$ cat config.mk
export PLATFORM = sky130hd
export DESIGN_NAME = boton_antirebote_multi
export DESIGN_NICKNAME = d
export VERILOG_FILES = /design/src/rtl/boton_antirebote_multi.sv
export SDC_FILE = /design/constraint.sdc
export NUM_CORES = 1
export LEC_CHECK = 0
export CAP_MARGIN = 20
export CORE_MARGIN = 1
export CORE_UTILIZATION = 50
export CTS_BUF_LIST = sky130_fd_sc_hd__clkbuf_16
export DETAILED_ROUTE_END_ITERATION = 10
export PLACE_DENSITY_LB_ADDON = 0.15
export SLEW_MARGIN = 0
export SYNTH_ARGS = -nofsm -noshare
export SYNTH_HDL_FRONTEND = slang
export SYNTH_SLANG_ARGS = --single-unit
$ cat constraint.sdc
create_clock -name clk -period 6.3 [get_ports clk]
set_input_delay 1.26 -clock clk [delete_from_list [all_inputs] [get_ports clk]]
set_output_delay 1.26 -clock clk [all_outputs]
set_load 0.02 [all_outputs]
$ cat src/rtl/boton_antirebote_multi.sv
// Multi-channel button debouncer: 2-flop sync, symmetric MIN_TIME filter, press/release/long/repeat pulses.
// Latency: level and edge pulses MIN_TIME+2 clk after a steady pin change; no backpressure (free-running).
module boton_antirebote_multi #(
  parameter int N_BTN       = 4,
  parameter int MIN_TIME    = 5000,
  parameter int LONG_TIME   = 1000000,
  parameter int REPEAT_TIME = 250000,
  parameter int ACTIVE_LOW  = 0
) (
  input  logic             clk,
  input  logic             rst_n,
  input  logic [N_BTN-1:0] btn_in,
  output logic [N_BTN-1:0] btn_level,
  output logic [N_BTN-1:0] btn_press,
  output logic [N_BTN-1:0] btn_release,
  output logic [N_BTN-1:0] btn_long,
  output logic [N_BTN-1:0] btn_repeat,
  output logic             any_press
);

  localparam int   CW   = $clog2(MIN_TIME + 1);
  localparam int   HW   = $clog2(LONG_TIME + 1);
  localparam int   RW   = (REPEAT_TIME > 1) ? $clog2(REPEAT_TIME) : 1;
  localparam logic IDLE = (ACTIVE_LOW != 0);

  logic [N_BTN-1:0] rise;
  logic [N_BTN-1:0] fall;

  for (genvar i = 0; i < N_BTN; i++) begin : g_ch
    logic [1:0]    sync;
    logic          r;
    logic [CW-1:0] cnt;
    logic [HW-1:0] hcnt;
    logic          flip;
    logic          holding;
    logic          lvl, prs, rls, lng;

    assign r          = sync[1] ^ IDLE;
    assign flip       = (r != lvl) && (cnt == CW'(MIN_TIME - 1));
    assign rise[i]    = flip & r;
    assign fall[i]    = flip & ~r;
    // Still pressed after this edge; a release edge suppresses long/repeat in its own cycle.
    assign holding    = lvl & ~fall[i];

    assign btn_level[i]   = lvl;
    assign btn_press[i]   = prs;
    assign btn_release[i] = rls;
    assign btn_long[i]    = lng;

    always_ff @(posedge clk or negedge rst_n) begin
      if (!rst_n) begin
        sync <= {2{IDLE}};
        cnt  <= '0;
        lvl  <= 1'b0;
        prs  <= 1'b0;
        rls  <= 1'b0;
      end else begin
        sync <= {sync[0], btn_in[i]};
        prs  <= rise[i];
        rls  <= fall[i];
        if (r == lvl || flip) cnt <= '0;
        else                  cnt <= cnt + CW'(1);
        if (flip) lvl <= r;
      end
    end

    // hcnt saturates at LONG_TIME, which doubles as the "long already fired" flag.
    always_ff @(posedge clk or negedge rst_n) begin
      if (!rst_n) begin
        hcnt <= '0;
        lng  <= 1'b0;
      end else begin
        lng <= holding && (hcnt == HW'(LONG_TIME - 1));
        if (!holding)                    hcnt <= '0;
        else if (hcnt != HW'(LONG_TIME)) hcnt <= hcnt + HW'(1);
      end
    end

    if (REPEAT_TIME > 0) begin : g_rep
      logic [RW-1:0] rcnt;
      logic          rep;

      assign btn_repeat[i] = rep;

      always_ff @(posedge clk or negedge rst_n) begin
        if (!rst_n) begin
          rcnt <= '0;
          rep  <= 1'b0;
        end else begin
          rep <= 1'b0;
          if (!holding) begin
            rcnt <= '0;
          end else if (hcnt == HW'(LONG_TIME)) begin
            if (rcnt == RW'(REPEAT_TIME - 1)) begin
              rcnt <= '0;
              rep  <= 1'b1;
            end else begin
              rcnt <= rcnt + RW'(1);
            end
          end
        end
      end
    end else begin : g_norep
      assign btn_repeat[i] = 1'b0;
    end
  end

  always_ff @(posedge clk or negedge rst_n) begin
    if (!rst_n) any_press <= 1'b0;
    else        any_press <= |rise;
  end

endmodule

==> flow_summary_export.csv, run 1 <==
group,metric,value,unit
floorplanning,dieArea,24200,sq um
min_path,hold_path.class,"flop to flop",
cts,cts-htree-levels,1,
cts,clkTransAtPathRegs,60,ps
worst_setup_path,start_kind,"flop",
worst_setup_path,cp_top_family,"simple AND/OR/NAND/NOR gates",
synthesis,ys_seq_area_frac,0.4945,
synthesis,syn-cell-area,11790,sq um
floorplanning,design.core.area,22920,sq um
placement,dp_hpwl,14190,microns
worst_setup_path,worst_ep_arrival_time,3430,ps
grt,antenna_found_initial,0,
sta,fin_crit_sh,0.4740,
synthesis,syn_nets,1262,
cts,ctsHoldBuffers,0,
cells_and_area,layout.nets,1256,
route,via_per_inst,5.588,
synthesis,synth_warnings,0,
cts,cts-root-buf,"clkbuf_16",
worst_setup_path,crit_path_cell_trace,"nor4b_1 > and4_1 > nand4b_1 > or4b_2 > a21oi_1",
cells_and_area,num_antenna_cells,0,
sta,fmax,334.9,MHz
grt,grtUsageTotal,0.1951,
cells_and_area,n_fill_cell,2015,
worst_setup_path,max_stage_delay,860,ps
sta,setup_viol,0,
sta,worstMarginPinSlew,907.3,ps
route,drt_iter0_drc,485,
worst_setup_path,rr_worst_depth,5,
min_path,whs_endpoint,"g_ch[2].sync[1]",
status,status,"completed",
power,irDropWorstVdd,165.9,uV
synthesis,synthArstFlopShare,1.000,
cells_and_area,areaGrowthSynthToFinish,10.36,%
cts,post_cts_buffers,0,
route,drt.antenna.violating_nets,0,
run,drv_cap,0,
synthesis,ys_ff_latch,233,
grt,overflow,0,
route,drc,0,
cts,insertion_delay,530,ps
route,vias,8757,
floorplanning,ios,27,
cells_and_area,utilization,0.5678,
cts,cts.path.max_buffers,3,
floorplanning,die_w,155.6,microns
route,routed_wl,22330,microns
cells_and_area,multiInputGateArea,5552,sq um
worst_setup_path,r2r_end,"g_ch[2].g_rep.rcnt[12]",
route,dr.pass1.iters,7,
cts,postCtsResizedCells,0,
synthesis,avgSynthCellArea,9.508,sq um
placement,place_inst,1518,
sta,min_period,2986,ps
sta,slew_headroom,0.3951,
sta,skew,14.92,ps
cells_and_area,ff_latch_area,5831,sq um
cts,cts.sinks,233,
floorplanning,std_cell_rows,55,
power,total_power,3008,uW
sta,setup_slack,3314,ps
placement,place_congestion,0.8278,
power,power_density,231.2,nW/um^2
worst_setup_path,crit_fanout,19,
power,leakage,0.005069,uW
worst_setup_path,r2r-start,"g_ch[2].hcnt[13]",
worst_setup_path,slowest_stage,"or4b_2",
sta,rsz0062_at_grt,"false",
cts,cts_tree,"yes",
floorplanning,die_h,155.6,microns
sta,drv_slew,0,
min_path,min_path_cells,0,
worst_setup_path,end_kind,"flop",
grt,grt_pass1_vias,8425,
cells_and_area,instances_no_fill,1567,
synthesis,synth_edf_count,0,
synthesis,yosysUniqueCellTypes,54,
worst_setup_path,setup.worst_path.class,"flop to flop",
sta,hold_viol,0,
worst_setup_path,cp.required,6750,ps
route,wl_per_cell,14.25,microns
worst_setup_path,rrSetupSlack,3310,ps
cts,numCtsBuffers,26,
worst_setup_path,critical_path_buf_inv_count,0,
min_path,hold_path.startpoint,"g_ch[2].sync[0]",
synthesis,synthFlopType,"dfrtp_1",
placement,port-buffer-count,26,
synthesis,synth_cells,1240,
cells_and_area,drive_gt1_frac,0.05183,
grt,grt_max_degree,120,
placement,pre_cts_ws,3291,ps
grt,grt_pass1_wl,39690,microns
sta,final.setup.tns,0,ps
floorplanning,start_util,0.5145,
==> metal layers <==
metal	GRT usage	part of all wire	vias up
li1	-	-	4355
met5	0	0	-
met2	0.3083	0.45	137
met4	0.04902	0.015	0
met1	0.2836	0.50	4239
met3	0.02639	0.040	26
==> cell families (layout without fill, tap and decap cells) <==
group | after synthesis | after routing | share of synthesized area
simple gates | 632 | 632 | 0.2791
flops | 233 | 233 | 0.4945
xor+xnor | 136 | 136 | 0.1010
compound gates | 130 | 130 | 0.06781
buf+inv | 88 | 102 | 0.03587
fa+ha+maj | 16 | 16 | 0.01698
mux | 5 | 5 | 0.004669
==> power breakdown <==
part           internal, uW  switching, uW
sequential             1510           8.07
combinational          11.2           37.5
clock                   854            591
total                  2370            637
==> worst register-to-register path: stages (launching register included) <==
cell      delay, ps
dfrtp_1         420
nor4b_1         330
and4_1          440
nand4b_1        700
or4b_2          860
a21oi_1         160
==> registers in the layout (all words and copies together), names as in the netlist <==
| name | flops |
|---|---|
| g_ch.prs | 4 |
| g_ch.cnt | 52 |
| g_ch.g_rep.rep | 4 |
| g_ch.lng | 4 |
| g_ch.sync | 8 |
| any_press | 1 |
| g_ch.g_rep.rcnt | 72 |
| g_ch.hcnt | 80 |
| g_ch.lvl | 4 |
| g_ch.rls | 4 |
==> Yosys cell counts (all sizes together), types with 5 or more instances <==
| library cell | count | share of area |
|---|---|---|
| a21oi | 56 | 0.024 |
| a311oi | 13 | 0.0097 |
| a31oi | 7 | 0.0037 |
| and2 | 12 | 0.0064 |
| and3 | 34 | 0.018 |
| and4 | 19 | 0.014 |
| buf | 24 | 0.015 |
| clkbuf | 43 | 0.014 |
| dfrtp | 233 | 0.49 |
| ha | 16 | 0.017 |
| inv | 21 | 0.0067 |
| nand2 | 110 | 0.035 |
| nand2b | 9 | 0.0048 |
| nand3 | 74 | 0.031 |
| nand3b | 8 | 0.0051 |
| nand4 | 49 | 0.026 |
| nand4b | 7 | 0.0052 |
| nor2 | 179 | 0.057 |
| nor2b | 5 | 0.0027 |
| nor3 | 38 | 0.016 |
| nor3b | 10 | 0.0064 |
| nor4 | 27 | 0.016 |
| nor4b | 7 | 0.0052 |
| o21ai | 25 | 0.011 |
| o31ai | 8 | 0.0051 |
| or3 | 10 | 0.0053 |
| or4 | 19 | 0.012 |
| or4b | 12 | 0.010 |
| xnor2 | 59 | 0.044 |
| xor2 | 77 | 0.057 |
==> stage by stage <==
stage          cell area [sq um]  hold WS (ps)
6_report                   13010         347.0
5_1_grt                    13010         366.5
4_1_cts                    13000         350.2
3_5_place_dp               12180         341.8
3_3_place_gp               12180         334.2
2_1_floorplan              11790         331.2
==> layout make-up <==
class                      count  area share
inverter                      21    0.006058
clock inverter                21     0.01144
sequential                   233      0.4481
tap                          313     0.03010
multi-input combinational    919      0.4267
timing repair buffer          33     0.02568
clock buffer                  27     0.05193
==> cell usage in the layout, fill, tap and decap left out, types with 7 or more instances in the layout <==
cell,count
a21oi_1,56
a311oi_1,13
or4b_2,7
and3_1,34
or4_1,18
clkinv_2,7
a31oi_1,7
nand2_1,110
o31ai_1,8
or3_1,10
clkdlybuf4s50_1,25
inv_1,27
nand4_1,49
nor4_1,26
nor3_1,38
nand3_1,74
nand4b_1,7
ha_1,16
and2_1,11
xor2_1,77
nor4b_1,7
nand3b_1,8
nor3b_1,10
dfrtp_1,233
xnor2_1,59
and4_1,19
nor2_1,179
o21ai_0,21
clkbuf_16,27
nand2b_1,9
==> worst max path at each step <==
stage | slack, ps | startpoint | to | depth (start not counted)
floorplan | 3740 | g_ch[0].hcnt[15] | g_ch[0].g_rep.rcnt[16] | 7
global placement | 3370 | g_ch[0].hcnt[15] | g_ch[0].g_rep.rcnt[13] | 5
detailed placement | 3290 | g_ch[0].hcnt[15] | g_ch[0].g_rep.rcnt[13] | 5
CTS | 3280 | g_ch[0].hcnt[15] | g_ch[0].g_rep.rcnt[13] | 5
global route | 3110 | g_ch[2].hcnt[13] | g_ch[2].g_rep.rcnt[12] | 5
finish | 3310 | g_ch[2].hcnt[13] | g_ch[2].g_rep.rcnt[12] | 5
Note: power is estimated with default switching activity, not from simulation.
==> inputs of run 2 (changes only) <==
==> constraint.sdc (replaced) <==
create_clock -name clk -period 3 [get_ports clk]
set_input_delay 0.6 -clock clk [delete_from_list [all_inputs] [get_ports clk]]
set_output_delay 0.6 -clock clk [all_outputs]
set_load 0.02 [all_outputs]
==> run 2 against run 1 <==
  * Global-route usage increased by 0.40 points
  * Routed wire length is 2.8% higher
  * Clock skew decreased by 3.2 ps
  * Via count rose by 0.80%
  * Sequential share of layout area decreased by 0.28 points
  * Clock power grew 100%
  * Cell count up 0.77%
  * Critical path type unchanged
  * Critical endpoint is now g_ch[0].g_rep.rcnt[4]
  * Largest power group unchanged
  * Highest routed layer unchanged
==> flow_summary_export.csv, run 2 (synthesis gave the netlist of run 1 again) <==
group,metric,value,unit
cts,ctsHoldBuffers,0,
cells_and_area,reg.largest.list,"g_ch.hcnt (80), g_ch.g_rep.rcnt (72), g_ch.cnt (52)",
cells_and_area,layout_common_cells,"dfrtp_1 (233), nor2_1 (179), nand2_1 (110), xor2_1 (77), nand3_1 (74)",
route,wl_per_cell,14.54,microns
cts,cts-root-buf,"clkbuf_16",
worst_setup_path,crit_path_frequent_cell,"or4b_1",
cts,cts.sinks,233,
grt,grt_pass1_vias,8691,
floorplanning,design.core.area,22920,sq um
floorplanning,dieArea,24200,sq um
power,switchingPower,1333,uW
power,leakage,0.005127,uW
power,power_density,475.1,nW/um^2
worst_setup_path,r2r-start,"g_ch[0].hcnt[15]",
cells_and_area,regMostFlops,"g_ch.hcnt",
sta,final.setup.tns,0,ps
min_path,hold_path.class,"input pin to async pin",
placement,dp_hpwl,14680,microns
cells_and_area,layout.nets,1269,
cts,cts_tree,"yes",
power,p_clk_frac,0.471,
route,via_per_inst,5.590,
sta,setup_viol,0,
placement,port-buffer-count,26,
cells_and_area,layout_commonest_cell,"dfrtp_1",
sta,rsz0062_at_grt,"false",
worst_setup_path,start_kind,"flop",
worst_setup_path,rr_worst_depth,5,
grt,antenna_found_initial,0,
sta,drv_slew,0,
cts,post_cts_buffers,0,
status,status,"completed",
sta,min_period,2653,ps
route,dr.pass1.iters,5,
placement,place_congestion,0.8411,
sta,worstMarginPinSlew,748.9,ps
sta,fmax,376.9,MHz
power,comb_power_share,0.018,
worst_setup_path,rrSetupSlack,350,ps
floorplanning,std_cell_rows,55,
floorplanning,start_util,0.5145,
cts,postCtsResizedCells,0,
floorplanning,die_h,155.6,microns
grt,grtUsageTotal,0.1991,
run,drv_cap,0,
floorplanning,ios,27,
worst_setup_path,crit_fanout,11,
power,p_int,4888,uW
cells_and_area,ff_latch_area,5831,sq um
cts,insertion_delay,530,ps
worst_setup_path,cp_top_family,"simple AND/OR/NAND/NOR gates",
cells_and_area,areaGrowthSynthToFinish,11.05,%
cells_and_area,utilization,0.5713,
floorplanning,die_w,155.6,microns
cells_and_area,drive_gt1_frac,0.05845,
power,power_switching_share,0.2143,
cells_and_area,multiInputGateArea,5552,sq um
cells_and_area,num_antenna_cells,0,
grt,grt_max_degree,63,
worst_setup_path,crit_end,"g_ch[0].g_rep.rcnt[4]",
route,drt.antenna.violating_nets,0,
sta,fin_crit_sh,0.8845,
worst_setup_path,crit_start,"g_ch[0].hcnt[15]",
sta,skew,11.73,ps
route,drt_iter0_drc,492,
cts,cts-htree-levels,1,
worst_setup_path,setup.worst_path.class,"flop to flop",
worst_setup_path,r2r_end,"g_ch[0].g_rep.rcnt[4]",
cells_and_area,n_fill_cell,2023,
worst_setup_path,cp.required,3450,ps
worst_setup_path,critical_path_buf_inv_count,0,
cts,cts.path.max_buffers,3,
power,irDropWorstVdd,437.3,uV
worst_setup_path,crit_path_cell_trace,"or4b_1 > or4_4 > or2_1 > or4b_1 > a21oi_1",
route,routed_wl,22950,microns
cts,clkTransAtPathRegs,60,ps
worst_setup_path,slowest_stage,"or4_4",
route,vias,8827,
grt,grt_pass1_wl,40770,microns
worst_setup_path,path_depth,5,
cts,numCtsBuffers,26,
route,drc,0,
worst_setup_path,max_stage_delay,600,ps
cells_and_area,largest_register_ffs,80,
power,power_frac_seq,0.511,
grt,overflow,0,
sta,slew_headroom,0.4962,
worst_setup_path,end_kind,"flop",
worst_setup_path,worst_ep_arrival_time,3110,ps
sta,hold_viol,0,
[run 2: cell types whose count changed in the layout (fill, tap and decap cells not counted)]
cell	delta
bufinv_16	-1
clkinv_2	-2
clkinv_4	-1
buf_4	+12
inv_1	+1
buf_6	-1
buf_12	+2
clkinv_1	+2
[run 2: power by group through the flow]
stage	sequential (uW)	combinational [uW]	clock (uW)
floorplan	3230	29.9	0
global placement	3240	116	0
detailed placement	3240	116	0
CTS	3180	117	3020
global route	3180	130	3150
finish	3180	109	2930
[run 2: per-layer routing]
layer  share of wire  routed length, microns  vias to the layer above  track usage
met5               0                       0                        -            0
met4           0.018                     405                        0      0.04809
met3           0.034                     772                       28      0.03056
met2            0.45                   10300                      132       0.3156
met1            0.50                   11470                     4279       0.2872
li1                -                       -                     4388            -
[run 2: stage by stage]
step | std cells | hold slack [ps] | cell area [sq um] | worst slack, ps | total power (uW)
2_1_floorplan | 1240 | 304.4 | 11790 | 443.2 | 3261
4_1_cts | 1579 | 31.67 | 13090 | 347.3 | 6317
5_1_grt | 1579 | 46.94 | 13090 | 271.0 | 6461
6_report | 1579 | 23.45 | 13090 | 346.5 | 6221
3_5_place_dp | 1532 | 335.6 | 12310 | 377.7 | 3352
3_3_place_gp | 1532 | 332.5 | 12310 | 379.3 | 3351
[run 2: worst reg2reg max path, cell delays in order (launching register included)]
cell and delay [ps]:
dfrtp_1 400, or4b_1 520, or4_4 600, or2_1 410, or4b_1 510, a21oi_1 150
[run 2: cell type report]
type,instances,share of cell area
multi-input combinational,919,0.4240
sequential,233,0.4453
inverter,21,0.006021
clock buffer,27,0.05161
clock inverter,20,0.008505
tap,313,0.02991
timing repair buffer,46,0.03459
[run 2: how the worst min path moves through the flow]
stage / from / to / slack [ps] / depth (start not counted)
2_1_floorplan: rst_n / any_press / 300 / 0
3_3_place_gp: g_ch[1].sync[0] / g_ch[1].sync[1] / 330 / 0
3_5_place_dp: g_ch[1].sync[0] / g_ch[1].sync[1] / 340 / 0
4_1_cts: rst_n / g_ch[2].g_rep.rcnt[17] / 30 / 1
5_1_grt: rst_n / g_ch[2].g_rep.rcnt[17] / 50 / 1
6_report: rst_n / g_ch[2].g_rep.rcnt[15] / 20 / 1
==> patch, RTL diff (config.mk and constraints of run 2) <==
`MIN_TIME`: 5000 -> 10000.
--- a/src/rtl/boton_antirebote_multi.sv
+++ b/src/rtl/boton_antirebote_multi.sv
@@ -4,3 +4,3 @@
   parameter int N_BTN       = 4,
-  parameter int MIN_TIME    = 5000,
+  parameter int MIN_TIME    = 10000,
   parameter int LONG_TIME   = 1000000,
Check against the original RTL: same outputs for any inputs over 10 cycles, from zero or initial values and one cycle with rst_n low; that may be too few to reach the edited logic, so the function may still have changed.
==> patch against run 2 <==
Synthesized cell count up 3.0%. Sequential cell count increased by 4. Critical endpoint is now g_ch[3].g_rep.rcnt[12]. Via count grew 3.3%. Total power fell by 0.10%. Area after synthesis grew 2.4%. Routed wire length increased by 4.1%. Design area increased by 2.3%. Largest cell class unchanged. Critical path type unchanged. Combinational power is 6% higher. Setup slack lost 0.0012 ns. Final cell count is 3.3% higher.
==> patch: results (changes against run 2) <==
- Status: finished clean
- Fillers: 2136 (+5.6%)
- Largest stage delay on the critical path: 0.53 ns (-0.07 ns)
- Largest net degree at the start of global routing: 61 (-3.2%)
- Setup CP Type: reg2reg
- Clk_skew: 0.009949 ns (-0.001776 ns)
- CTS clk-pin slew, worst paths: 0.06 ns (about the same)
- Biggest regs: g_ch.hcnt (80), g_ch.g_rep.rcnt (72), g_ch.cnt (56)
- WL per Instance: 14.65 um (+0.77%)
- Leak: 5.166 nW (+0.76%)
- Via/cell ratio: 5.589 (about the same)
- Ys async rst share: 1.000 (unchanged)
- Global-route wire length before repair: 41980 um (+3.0%)
- Yosys Warn Count: 0 (unchanged)
- Crit Path Max Fanout: 16 (+5)
- Largest cells by area after synthesis: dfrtp_1, nor2_1, xnor2_1
- HPWL Detailed: 15800 um (+7.6%)
- VDD IR-drop max: 0.4413 mV (+0.91%)
- # hold bufs at CTS: 1 (+1)
- DP Worst Slack: 0.3253 ns (-0.05232 ns)
- Share of cells above drive strength 1: 0.06326 (+0.004810)
- Slew @ Worst Pin: 0.7973 ns (+0.04849 ns)
- Count of cell types in the netlist: 58 (+7.4%)
- Post_cts resized: 0 (unchanged)
- GRT Total Usage: 0.2043 (+0.005199)
- Clk_lat worst skew: 0.53 ns (about the same)
- Arr. time, crit path: 3.10 ns (about the same)
- CP max stage cell: or4_1
- R2R depth: 5 (unchanged)
- Syn Inst Count: 1277 (+3.0%)
- Sequential share of the synthesized area: 0.4913 (-0.003190)
- GP Congestion: 0.8381 (-0.36%)
- Critical path startpoint: g_ch[3].hcnt[10]
- Worst R2R Start: g_ch[3].hcnt[10]
- Top post-synthesis cells by count: dfrtp_1, nor2_1, nand2_1
- Number of global-route vias before repair: 8670 (-0.24%)
- DR iter-0 viols: 553 (+12%)
- HP Class: reg2reg
- Num CTS Buffers: 26 (unchanged)
- Top cell type's share of synthesized area: 0.4913 (-0.003190)
- R2r setup slk: 0.35 ns (about the same)
- Clk buf depth: 3 (unchanged)
- Worst reg2reg endpoint: g_ch[3].g_rep.rcnt[12]
- Total wire length: 23890 um (+4.1%)
- Area of the multi-input gates: 0.005729 mm2 (+3.2%)
-- patch: metal layers --
layer | wire [um] | GRT usage | part of all wire | up-vias
li1 | - | - | - | 4534
met1 | 11970 | 0.3023 | 0.50 | 4416
met2 | 10700 | 0.3182 | 0.45 | 134
met3 | 839 | 0.02891 | 0.035 | 32
met4 | 380 | 0.04253 | 0.016 | 0
met5 | 0 | 0 | 0 | -
-- patch: cell families after synthesis --
group           Yosys count  share of synthesized area
simple gates            648                     0.2851
flops                   237                     0.4913
compound gates          146                    0.06997
xor+xnor                134                    0.09723
buf+inv                  91                    0.03524
fa+ha+maj                16                    0.01659
mux                       5                   0.004561
-- patch: area by class of cell --
cell class                      instances  area share
Clock inverter                         18    0.006070
Sequential cell                       237      0.4427
Inverter                               33    0.009245
Multi-Input combinational cell        949      0.4276
Clock buffer                           27     0.05043
Tap cell                              319     0.02979
Timing Repair Buffer                   48     0.03418
-- patch: how the worst min path moves through the flow --
stage,startpoint,endpoint,slack [ns],cells after the start
finish,g_ch[1].sync[0],g_ch[1].sync[1],0.35,0
global route,g_ch[0].sync[0],g_ch[0].sync[1],0.36,0
CTS,g_ch[1].sync[0],g_ch[1].sync[1],0.35,0
detailed placement,g_ch[1].sync[0],g_ch[1].sync[1],0.34,0
global placement,g_ch[1].sync[0],g_ch[1].sync[1],0.33,0
floorplan,rst_n,any_press,0.30,0
-- patch: where the power goes --
part	total (mW)	switching [mW]	internal [mW]
registers	3.23	0.0178	3.22
clock network	2.87	1.26	1.61
logic	0.115	0.0850	0.0296
-- patch: worst reg2reg max path, cell delays in order (launching register included) --
cell and delay, ns:
dfrtp_1 0.43, or4bb_1 0.51, or4_1 0.52, or2_1 0.44, or4_1 0.54, a21oi_1 0.14
